--- src/rtl/xor_bist_ctrl_if.sv ---
// xor_bist_ctrl_if: test-controller and XOR-datapath signals of the BIST sequencer.
// master is the sequencer side; slave is the test controller plus datapath side.
interface xor_bist_ctrl_if #(parameter int WIDTH = 1);
    logic               start;
    logic [WIDTH-1:0]   dut_a;
    logic [WIDTH-1:0]   dut_b;
    logic [WIDTH-1:0]   dut_c;
    logic               busy;
    logic               done;
    logic               pass;
    logic [2*WIDTH:0]   err_cnt;
    logic [2*WIDTH-1:0] fail_vec;
    modport master (input start, dut_c, output dut_a, dut_b, busy, done, pass, err_cnt, fail_vec);
    modport slave  (output start, dut_c, input dut_a, dut_b, busy, done, pass, err_cnt, fail_vec);
endinterface

--- src/rtl/xor_bist_ctrl.sv ---
// xor_bist_ctrl: exhaustive BIST sequencer for an XOR datapath with per-vector dwell.
// Define XOR_BIST_STOP_ON_FAIL_EN to end the run at the first mismatch.
module xor_bist_ctrl #(
    parameter int WIDTH = 1,
    parameter int DWELL = 10
) (
    input logic             clk,
    input logic             rst_n,
    xor_bist_ctrl_if.master bus
);
    localparam int VW = 2 * WIDTH;
    typedef enum logic [1:0] {IDLE, RUN, DONE} state_t;
    state_t        state_q, state_d;
    logic [VW-1:0] vec_q, vec_d, ab_q, ab_d, fail_q, fail_d;
    logic [7:0]    dw_q, dw_d;
    logic [VW:0]   err_q, err_d;
    logic          pass_q, pass_d, mis, stop;
    always_comb begin
        state_d = state_q;
        vec_d   = vec_q;
        dw_d    = dw_q;
        err_d   = err_q;
        fail_d  = fail_q;
        pass_d  = pass_q;
        mis     = bus.dut_c != (ab_q[VW-1:WIDTH] ^ ab_q[WIDTH-1:0]);
`ifdef XOR_BIST_STOP_ON_FAIL_EN
        stop    = mis | (&vec_q);
`else
        stop    = &vec_q;
`endif
        case (state_q)
            IDLE: if (bus.start) begin
                state_d = RUN;
                vec_d   = '0;
                dw_d    = '0;
                err_d   = '0;
                fail_d  = '0;
                pass_d  = 1'b0;
            end
            RUN: if (dw_q != 8'(DWELL - 1)) dw_d = dw_q + 8'd1;
            else begin
                if (mis) begin
                    err_d = err_q + 1'b1;
                    if (err_q == '0) fail_d = vec_q;
                end
                // pass must already be valid in the DONE cycle, so it is resolved on entry
                if (stop) begin
                    state_d = DONE;
                    pass_d  = (err_d == '0);
                end else begin
                    vec_d = vec_q + 1'b1;
                    dw_d  = '0;
                end
            end
            default: state_d = IDLE;
        endcase
        ab_d = (state_d == RUN) ? vec_d : '0;
    end
    always_ff @(posedge clk or negedge rst_n) begin
        if (!rst_n) begin
            state_q <= IDLE;
            vec_q   <= '0;
            dw_q    <= '0;
            ab_q    <= '0;
            err_q   <= '0;
            fail_q  <= '0;
            pass_q  <= 1'b0;
        end else begin
            state_q <= state_d;
            vec_q   <= vec_d;
            dw_q    <= dw_d;
            ab_q    <= ab_d;
            err_q   <= err_d;
            fail_q  <= fail_d;
            pass_q  <= pass_d;
        end
    end
    assign bus.dut_a    = ab_q[VW-1:WIDTH];
    assign bus.dut_b    = ab_q[WIDTH-1:0];
    assign bus.busy     = state_q == RUN;
    assign bus.done     = state_q == DONE;
    assign bus.pass     = pass_q;
    assign bus.err_cnt  = err_q;
    assign bus.fail_vec = fail_q;
endmodule

--- src/flat_wrapper.sv ---
// flat-port wrapper written by rule: the top's interface ports become plain ports
module xor_bist_ctrl_flat 
#(
    parameter int WIDTH = 1,
    parameter int DWELL = 10
)
  (clk, rst_n, bus_start, bus_dut_c, bus_dut_a, bus_dut_b, bus_busy, bus_done, bus_pass, bus_err_cnt, bus_fail_vec);
  xor_bist_ctrl_if #(.WIDTH(WIDTH)) bus_i ();
  input logic clk;
  input logic rst_n;
  input wire logic [$bits(bus_i.start)-1:0] bus_start;
  input wire logic [$bits(bus_i.dut_c)-1:0] bus_dut_c;
  output wire logic [$bits(bus_i.dut_a)-1:0] bus_dut_a;
  output wire logic [$bits(bus_i.dut_b)-1:0] bus_dut_b;
  output wire logic [$bits(bus_i.busy)-1:0] bus_busy;
  output wire logic [$bits(bus_i.done)-1:0] bus_done;
  output wire logic [$bits(bus_i.pass)-1:0] bus_pass;
  output wire logic [$bits(bus_i.err_cnt)-1:0] bus_err_cnt;
  output wire logic [$bits(bus_i.fail_vec)-1:0] bus_fail_vec;
  assign bus_i.start = bus_start;
  assign bus_i.dut_c = bus_dut_c;
  assign bus_dut_a = bus_i.dut_a;
  assign bus_dut_b = bus_i.dut_b;
  assign bus_busy = bus_i.busy;
  assign bus_done = bus_i.done;
  assign bus_pass = bus_i.pass;
  assign bus_err_cnt = bus_i.err_cnt;
  assign bus_fail_vec = bus_i.fail_vec;
  xor_bist_ctrl #(.WIDTH(WIDTH), .DWELL(DWELL)) u_core (.clk(clk), .rst_n(rst_n), .bus(bus_i));
endmodule
--- config.mk ---
export PLATFORM = sky130hd
export DESIGN_NAME = xor_bist_ctrl_flat
export DESIGN_NICKNAME = d
export VERILOG_FILES = /design/src/rtl/xor_bist_ctrl_if.sv /design/src/rtl/xor_bist_ctrl.sv /design/src/flat_wrapper.sv
export SDC_FILE = /design/constraint.sdc
export NUM_CORES = 1
export LEC_CHECK = 0
export ABC_CLOCK_PERIOD_IN_PS = 2000
export CORE_AREA = 2 2 48 50
export CTS_BUF_LIST = sky130_fd_sc_hd__clkbuf_8
export DETAILED_ROUTE_END_ITERATION = 8
export DIE_AREA = 0 0 50 52
export HOLD_SLACK_MARGIN = 0.1
export PLACE_DENSITY_LB_ADDON = 0.15
export SYNTH_ARGS = -nofsm -noshare
export SYNTH_HDL_FRONTEND = slang
export SYNTH_SLANG_ARGS = --single-unit
export TNS_END_PERCENT = 100
--- constraint.sdc ---
create_clock -name clk -period 2 [get_ports clk]
set_clock_uncertainty 0.15 [all_clocks]
set_input_delay 0.2 -clock clk [delete_from_list [all_inputs] [get_ports clk]]
set_output_delay 0.2 -clock clk [all_outputs]
set_load 0.05 [all_outputs]
==> results.rst, run 1 <==
.. list-table::
   :header-rows: 1

   * - Metric
     - Value
   * - Result of the run
     - finished clean
   * - Post-synth top flop
     - dfrtp_1
   * - Nets
     - 136
   * - Initial DRC Count
     - 10
   * - Master cell of the clock root buffer
     - clkbuf_8
   * - First-pass GRT wire length
     - 3870 microns
   * - Combined global-route utilization of all metal layers
     - 0.2008
   * - Count of flip-flops with a built-in enable after synthesis
     - 0
   * - I/O Buffers
     - 13
   * - Max rail drop VDD
     - 1.209 mV
   * - LEAKAGE
     - 0.6309 nW
   * - Min-delay worst type
     - primary input to async pin
   * - Count of nets left with antenna violations after detail routing
     - 0
   * - R2R depth
     - 4
   * - Post-layout power
     - 2.238 mW
   * - Maximum clock frequency
     - 520.1 MHz
   * - Synthesized cell area
     - 1141 sq um
   * - # Max-Cap Violations
     - 0
   * - Placeable core area
     - 2106 sq um
   * - Clock insertion delay at the later pin of the skew report
     - 250 ps
   * - FF+latch count, synth
     - 20
   * - Area taken by multi-input logic gates
     - 599.3 sq um
   * - Wirelength per Cell
     - 14.73 microns
   * - Width of the die
     - 50 microns
   * - Clock tree buffer depth
     - 2
   * - Routability congestion estimate
     - 0.7811
   * - Filler instances
     - 173
   * - Area added between synthesis and finish
     - 20.07%
   * - Number of search-and-repair iterations in the first detailed-routing pass
     - 4
   * - Final worst-path cycle share
     - 0.9614
   * - Total half-perimeter wirelength after legalization and detailed placement
     - 1655 microns
   * - Final core occ
     - 0.6506
   * - Total power per unit cell area
     - 1634 nW/um^2
   * - Area of the die
     - 2600 sq um
   * - Clock sinks
     - 20
   * - Largest net degree at the start of global routing
     - 21
   * - Cells after synthesis
     - 108
   * - Unrepaired setup endpoints after global routing
     - false
   * - Final-layout setup total negative slack
     - 0 ps
   * - Critical path class
     - flop to flop
   * - Final Critical Period
     - 1923 ps
   * - Sequential cell area fraction in the yosys report
     - 0.4386
   * - Row Count
     - 17
   * - Share of post-route cells with drive strength above 1
     - 0.1746
   * - Worst Setup Start Kind
     - flop
   * - DR vias
     - 863
   * - Postcts setup bufs
     - 0
   * - Residual DRC
     - 0
   * - Synth Warn #
     - 0
   * - Transition time at the pin with the least slew margin
     - 500.9 ps
   * - Number of levels the H-tree was split into
     - 1
   * - Number of antenna violations at the first check in global routing
     - 0
   * - CP endpoint kind
     - flop
   * - Number of buffers inserted during clock tree synthesis
     - 3
   * - Max-slew headroom
     - 0.6650
   * - Largest driver fanout on the critical path
     - 6
   * - Share of synthesized registers carrying an async set or reset
     - 1.000
   * - Final setup fails
     - 0
   * - Final Hold Violating Endpoints
     - 0
   * - Die Ht
     - 52 microns
   * - Via count of the first global-routing pass
     - 831
   * - Effective utilization at floorplan
     - 0.5419
   * - Number of nets produced by synthesis
     - 116
   * - Data arrival time of the critical path
     - 1920 ps
   * - Total overflow reported by the global router
     - 0
   * - Count of unique library cells instantiated by Yosys
     - 41
   * - Clock transition at the registers of the reported paths
     - 70 ps
   * - Pins Over Slew Limit
     - 0
   * - Wirelength, routed
     - 2268 microns
   * - Total of cells resized after clock tree synthesis
     - 0
   * - Average cell area after synthesis
     - 10.57 sq um
   * - Diodes inserted
     - 0
   * - Sequential standard cell area
     - 500.5 sq um
   * - Boundary Pins
     - 14
   * - Via-to-Cell Ratio
     - 5.604
   * - CTS tree
     - done
   * - Worst EP required
     - 2000 ps
   * - CTS Hold Bufs
     - 0
[synthesized netlist by cell type, drive strengths merged (2+ instances only)]
cell type	count	area (sq um)
or3	2	12.51
a21o	2	16.27
inv	7	26.27
and4	2	18.77
and2	2	13.77
nor2	6	22.52
mux2	3	41.29
a31oi	2	12.51
xor2	3	26.28
nor4	2	27.53
mux2i	4	40.04
ha	4	50.05
o21ai	7	35.03
dfrtp	20	500.5
nand3	10	50.05
a21oi	2	10.01
and3	3	20.02
nand2	12	45.04
[routing by layer]
| layer | wire length [microns] | global-route usage | vias to the layer above |
|---|---|---|---|
| met5 | 0 | 0 | - |
| met4 | 47 | 0.1019 | 0 |
| met3 | 66 | 0.02586 | 6 |
| met2 | 1069 | 0.3355 | 20 |
| met1 | 1085 | 0.2551 | 416 |
| li1 | - | - | 421 |
[where the power goes]
part	internal [mW]	switching, mW	leakage [nW]
Clock	0.134	0.124	0.0216
Sequential	0.577	0.234	0.248
Combinational	0.501	0.669	0.361
Total	1.21	1.03	0.631
[final timing paths]
kind	from	endpoint	slack, ps
setup / recovery	u_core.dw_q[5]$_DFFE_PN0P_	u_core.bus.err_cnt[2]$_DFFE_PN0P_	80
hold / removal	rst_n	u_core.bus.err_cnt[1]$_DFFE_PN0P_	140
setup reg to reg	u_core.dw_q[5]$_DFFE_PN0P_	u_core.bus.err_cnt[2]$_DFFE_PN0P_	80
hold reg to reg	u_core.bus.pass$_DFFE_PN0P_	u_core.bus.pass$_DFFE_PN0P_	380
max in group asynchronous	rst_n	u_core.bus.err_cnt[0]$_DFFE_PN0P_	1350
min in group clk	u_core.bus.pass$_DFFE_PN0P_	u_core.bus.pass$_DFFE_PN0P_	380
[metrics by stage]
stage                     hold WS (ps)  instances  setup slack, ps  instance area [sq um]
after detailed placement         374.3        151            90.12                   1329
after CTS                        143.8        154            82.60                   1370
final                            139.3        154            77.15                   1370
after global placement           367.5        151            133.4                   1329
after global routing             179.2        154            17.19                   1370
after floorplan                 -245.6        108            55.98                   1141
[sequential cells by signal, summed over array words and instances, names as in the netlist]
| register | flops |
|---|---|
| u_core.state_q | 2 |
| u_core.vec_q | 2 |
| u_core.ab_q | 2 |
| u_core.dw_q | 8 |
| u_core.bus.pass | 1 |
| u_core.bus.fail_vec | 2 |
| u_core.bus.err_cnt | 3 |
[cell usage in the layout, fill, tap and decap left out, types with 2 or more instances in the layout]
cell and instances:
dfrtp_1 20, nand2_1 12, clkdlybuf4s50_1 11, nand3_1 10, inv_1 6, nor2_1 6, buf_4 5, mux2i_1 4
o21ai_0 4, ha_1 4, o21ai_1 3, xor2_1 3, clkbuf_8 3, and3_1 2, a31oi_1 2, or3_1 2
a21oi_1 2, mux2_4 2
[final cells by class]
class,count,share of cell area
Multi-Input combinational cell,79,0.4374
Sequential cell,20,0.3653
Inverter,7,0.01918
Clock buffer,3,0.03014
Tap cell,28,0.02557
Timing Repair Buffer,17,0.1224
[kinds of logic (layout without fill, tap and decap cells)]
logic type / Yosys count / count (layout) / synth area share
adder cells (fa/ha/maj): 4 / 4 / 0.04386
flip-flops: 20 / 20 / 0.4386
buffers and inverters: 9 / 27 / 0.03618
AND/OR/NAND/NOR: 44 / 44 / 0.2358
AO/OA/AOI/OAI: 19 / 19 / 0.1228
multiplexers: 7 / 7 / 0.07127
XOR/XNOR: 5 / 5 / 0.05154
[critical path: stages (launching register included)]
cell     delay [ps]
dfrtp_1         440
nor4_4          370
and3_1          360
mux2_4          330
a21o_1          170
(Power assumes the default switching activity.)
==> run 2: changes to the inputs <==
ABC_CLOCK_PERIOD_IN_PS = 1900   (was 2000)
clock period = 1.9 ns   (was 2 ns; I/O delays follow)
==> run 2 against run 1 <==
  * Hold slack worse by 19 ps
  * Non-clock buffer count is 4 higher
  * Final cell count is 2.6% higher
  * Routed wire length is 2.9% lower
  * Critical path depth is 2 higher
  * Highest routed layer unchanged
==> results.rst, run 2 (synthesis results as in run 1) <==
.. list-table::
   :header-rows: 1

   * - Metric
     - Value
   * - Transition time at the pin with the least slew margin
     - 504.5 ps
   * - Total half-perimeter wirelength after legalization and detailed placement
     - 1574 microns
   * - Top cell family by delay on the critical path
     - simple AND/OR/NAND/NOR gates
   * - Combined global-route utilization of all metal layers
     - 0.2033
   * - Count of nets left with antenna violations after detail routing
     - 0
   * - Max-slew headroom
     - 0.6626
   * - Master cell of the clock root buffer
     - clkbuf_8
   * - Nets
     - 140
   * - Clock transition at the registers of the reported paths
     - 70 ps
   * - Clock sinks
     - 20
   * - Placeable core area
     - 2106 sq um
   * - Largest net degree at the start of global routing
     - 21
   * - CTS Hold Bufs
     - 0
   * - Area of the die
     - 2600 sq um
   * - Via count of the first global-routing pass
     - 885
   * - Data arrival time of the critical path
     - 1820 ps
   * - Final worst-path cycle share
     - 0.9605
   * - Routability congestion estimate
     - 0.7918
   * - Min-delay worst type
     - primary input to async pin
   * - Die Ht
     - 52 microns
   * - I/O Buffers
     - 13
   * - Critical path class
     - flop to flop
   * - Diodes inserted
     - 0
   * - CP endpoint kind
     - flop
   * - Ordered list of cells on the worst path
     - inv_1 -> ha_1 -> and3b_4 -> and3_4 -> mux2_4 -> a21o_1
   * - Result of the run
     - finished clean
   * - Final Hold Violating Endpoints
     - 0
   * - Effective utilization at floorplan
     - 0.5419
   * - Final Critical Period
     - 1825 ps
   * - Area added between synthesis and finish
     - 23.25%
   * - Final core occ
     - 0.6679
   * - DR vias
     - 861
   * - Final setup fails
     - 0
   * - Unrepaired setup endpoints after global routing
     - false
   * - Number of antenna violations at the first check in global routing
     - 0
   * - Maximum clock frequency
     - 548.0 MHz
   * - Clock tree buffer depth
     - 2
   * - Commonest non-fill, non-tap cell in the layout
     - dfrtp_1
   * - Width of the die
     - 50 microns
   * - Number of buffers inserted during clock tree synthesis
     - 3
   * - Boundary Pins
     - 14
   * - Peak per-stage delay on the critical path
     - 400 ps
   * - Max rail drop VDD
     - 0.9092 mV
   * - Wirelength per Cell
     - 13.94 microns
   * - Pins Over Slew Limit
     - 0
   * - Via-to-Cell Ratio
     - 5.449
   * - Wirelength, routed
     - 2203 microns
   * - Max reg flops
     - 8
   * - Total overflow reported by the global router
     - 0
   * - Row Count
     - 17
   * - Buf/Inv on CP
     - 1
   * - Top library cells by usage in the layout, fill and taps aside
     - 20 x dfrtp_1, 12 x nand2_1, 10 x nand3_1, 10 x clkdlybuf4s50_1, 10 x buf_4
   * - Clock insertion delay at the later pin of the skew report
     - 250 ps
   * - Number of search-and-repair iterations in the first detailed-routing pass
     - 4
   * - Register name with the most flops
     - u_core.dw_q
   * - CTS tree
     - done
   * - # Max-Cap Violations
     - 0
   * - Worst EP required
     - 1890 ps
   * - Initial DRC Count
     - 21
   * - Smallest hold slack
     - 120.2 ps
   * - Share of post-route cells with drive strength above 1
     - 0.2231
   * - Final-layout setup total negative slack
     - 0 ps
   * - Number of levels the H-tree was split into
     - 1
   * - First-pass GRT wire length
     - 3884 microns
   * - Master of the slowest instance on the critical path
     - dfrtp_1
   * - Total power per unit cell area
     - 1705 nW/um^2
   * - Residual DRC
     - 0
   * - Largest driver fanout on the critical path
     - 6
   * - Post-layout power
     - 2.398 mW
   * - LEAKAGE
     - 0.6521 nW
   * - Worst Setup Start Kind
     - flop
==> run 2: cell types whose count changed in the layout (fill, tap and decap cells not counted), sizes merged <==
cell / delta
buf: +5
clkdlybuf4s50: -1
==> run 2: layout make-up <==
class	instances	area, sq um
Tap cell	28	35.03
Inverter	7	28.78
Multi-Input combinational cell	79	605.6
Fill cell	170	699.4
Sequential cell	20	500.5
Timing Repair Buffer	21	195.2
Clock buffer	3	41.29
==> run 2: power by group <==
part           switching [mW]  leakage [nW]  total [mW]  internal, mW
Combinational           0.742         0.383        1.32         0.577
Sequential              0.207         0.248       0.815         0.607
Clock                   0.123        0.0216       0.264         0.141
==> run 2: what timing repair did <==
| action | 4_1_cts | 5_1_grt |
|---|---|---|
| setup buffers | 0 | 1 |
| endpoints found under the setup margin | 2 | 4 |
| pin swaps | 0 | 1 |
| hold endpoints to repair | 0 | 0 |
| resized for setup | 1 | 1 |
==> run 2: worst paths after layout <==
| check | startpoint | end | slack, ps | cells past startpoint |
|---|---|---|---|---|
| max in group asynchronous | rst_n | u_core.bus.pass$_DFFE_PN0P_ | 1270 | 2 |
| setup reg to reg | u_core.dw_q[1]$_DFFE_PN0P_ | u_core.bus.err_cnt[2]$_DFFE_PN0P_ | 80 | 6 |
| hold reg to reg | u_core.bus.pass$_DFFE_PN0P_ | u_core.bus.pass$_DFFE_PN0P_ | 380 | 2 |
| hold / removal | rst_n | u_core.dw_q[6]$_DFFE_PN0P_ | 120 | 2 |
| min in group clk | u_core.bus.pass$_DFFE_PN0P_ | u_core.bus.pass$_DFFE_PN0P_ | 380 | 2 |
| setup / recovery | u_core.dw_q[1]$_DFFE_PN0P_ | u_core.bus.err_cnt[2]$_DFFE_PN0P_ | 80 | 6 |
==> run 2: per-stage QoR <==
| stage | cell area [sq um] | worst slack [ps] | std cells |
|---|---|---|---|
| 2_1_floorplan | 1145 | 28.26 | 108 |
| 3_3_place_gp | 1353 | 46.99 | 154 |
| 3_5_place_dp | 1353 | 12.71 | 154 |
| 4_1_cts | 1395 | 31.69 | 157 |
| 5_1_grt | 1406 | 0.2578 | 158 |
| 6_report | 1406 | 75.09 | 158 |
==> run 2: routing by layer <==
| metal | part of all wire | global-route usage |
|---|---|---|
| met3 | 0.045 | 0.02874 |
| met5 | 0 | 0 |
| met1 | 0.47 | 0.2613 |
| met4 | 0.0064 | 0.1157 |
| met2 | 0.48 | 0.3289 |
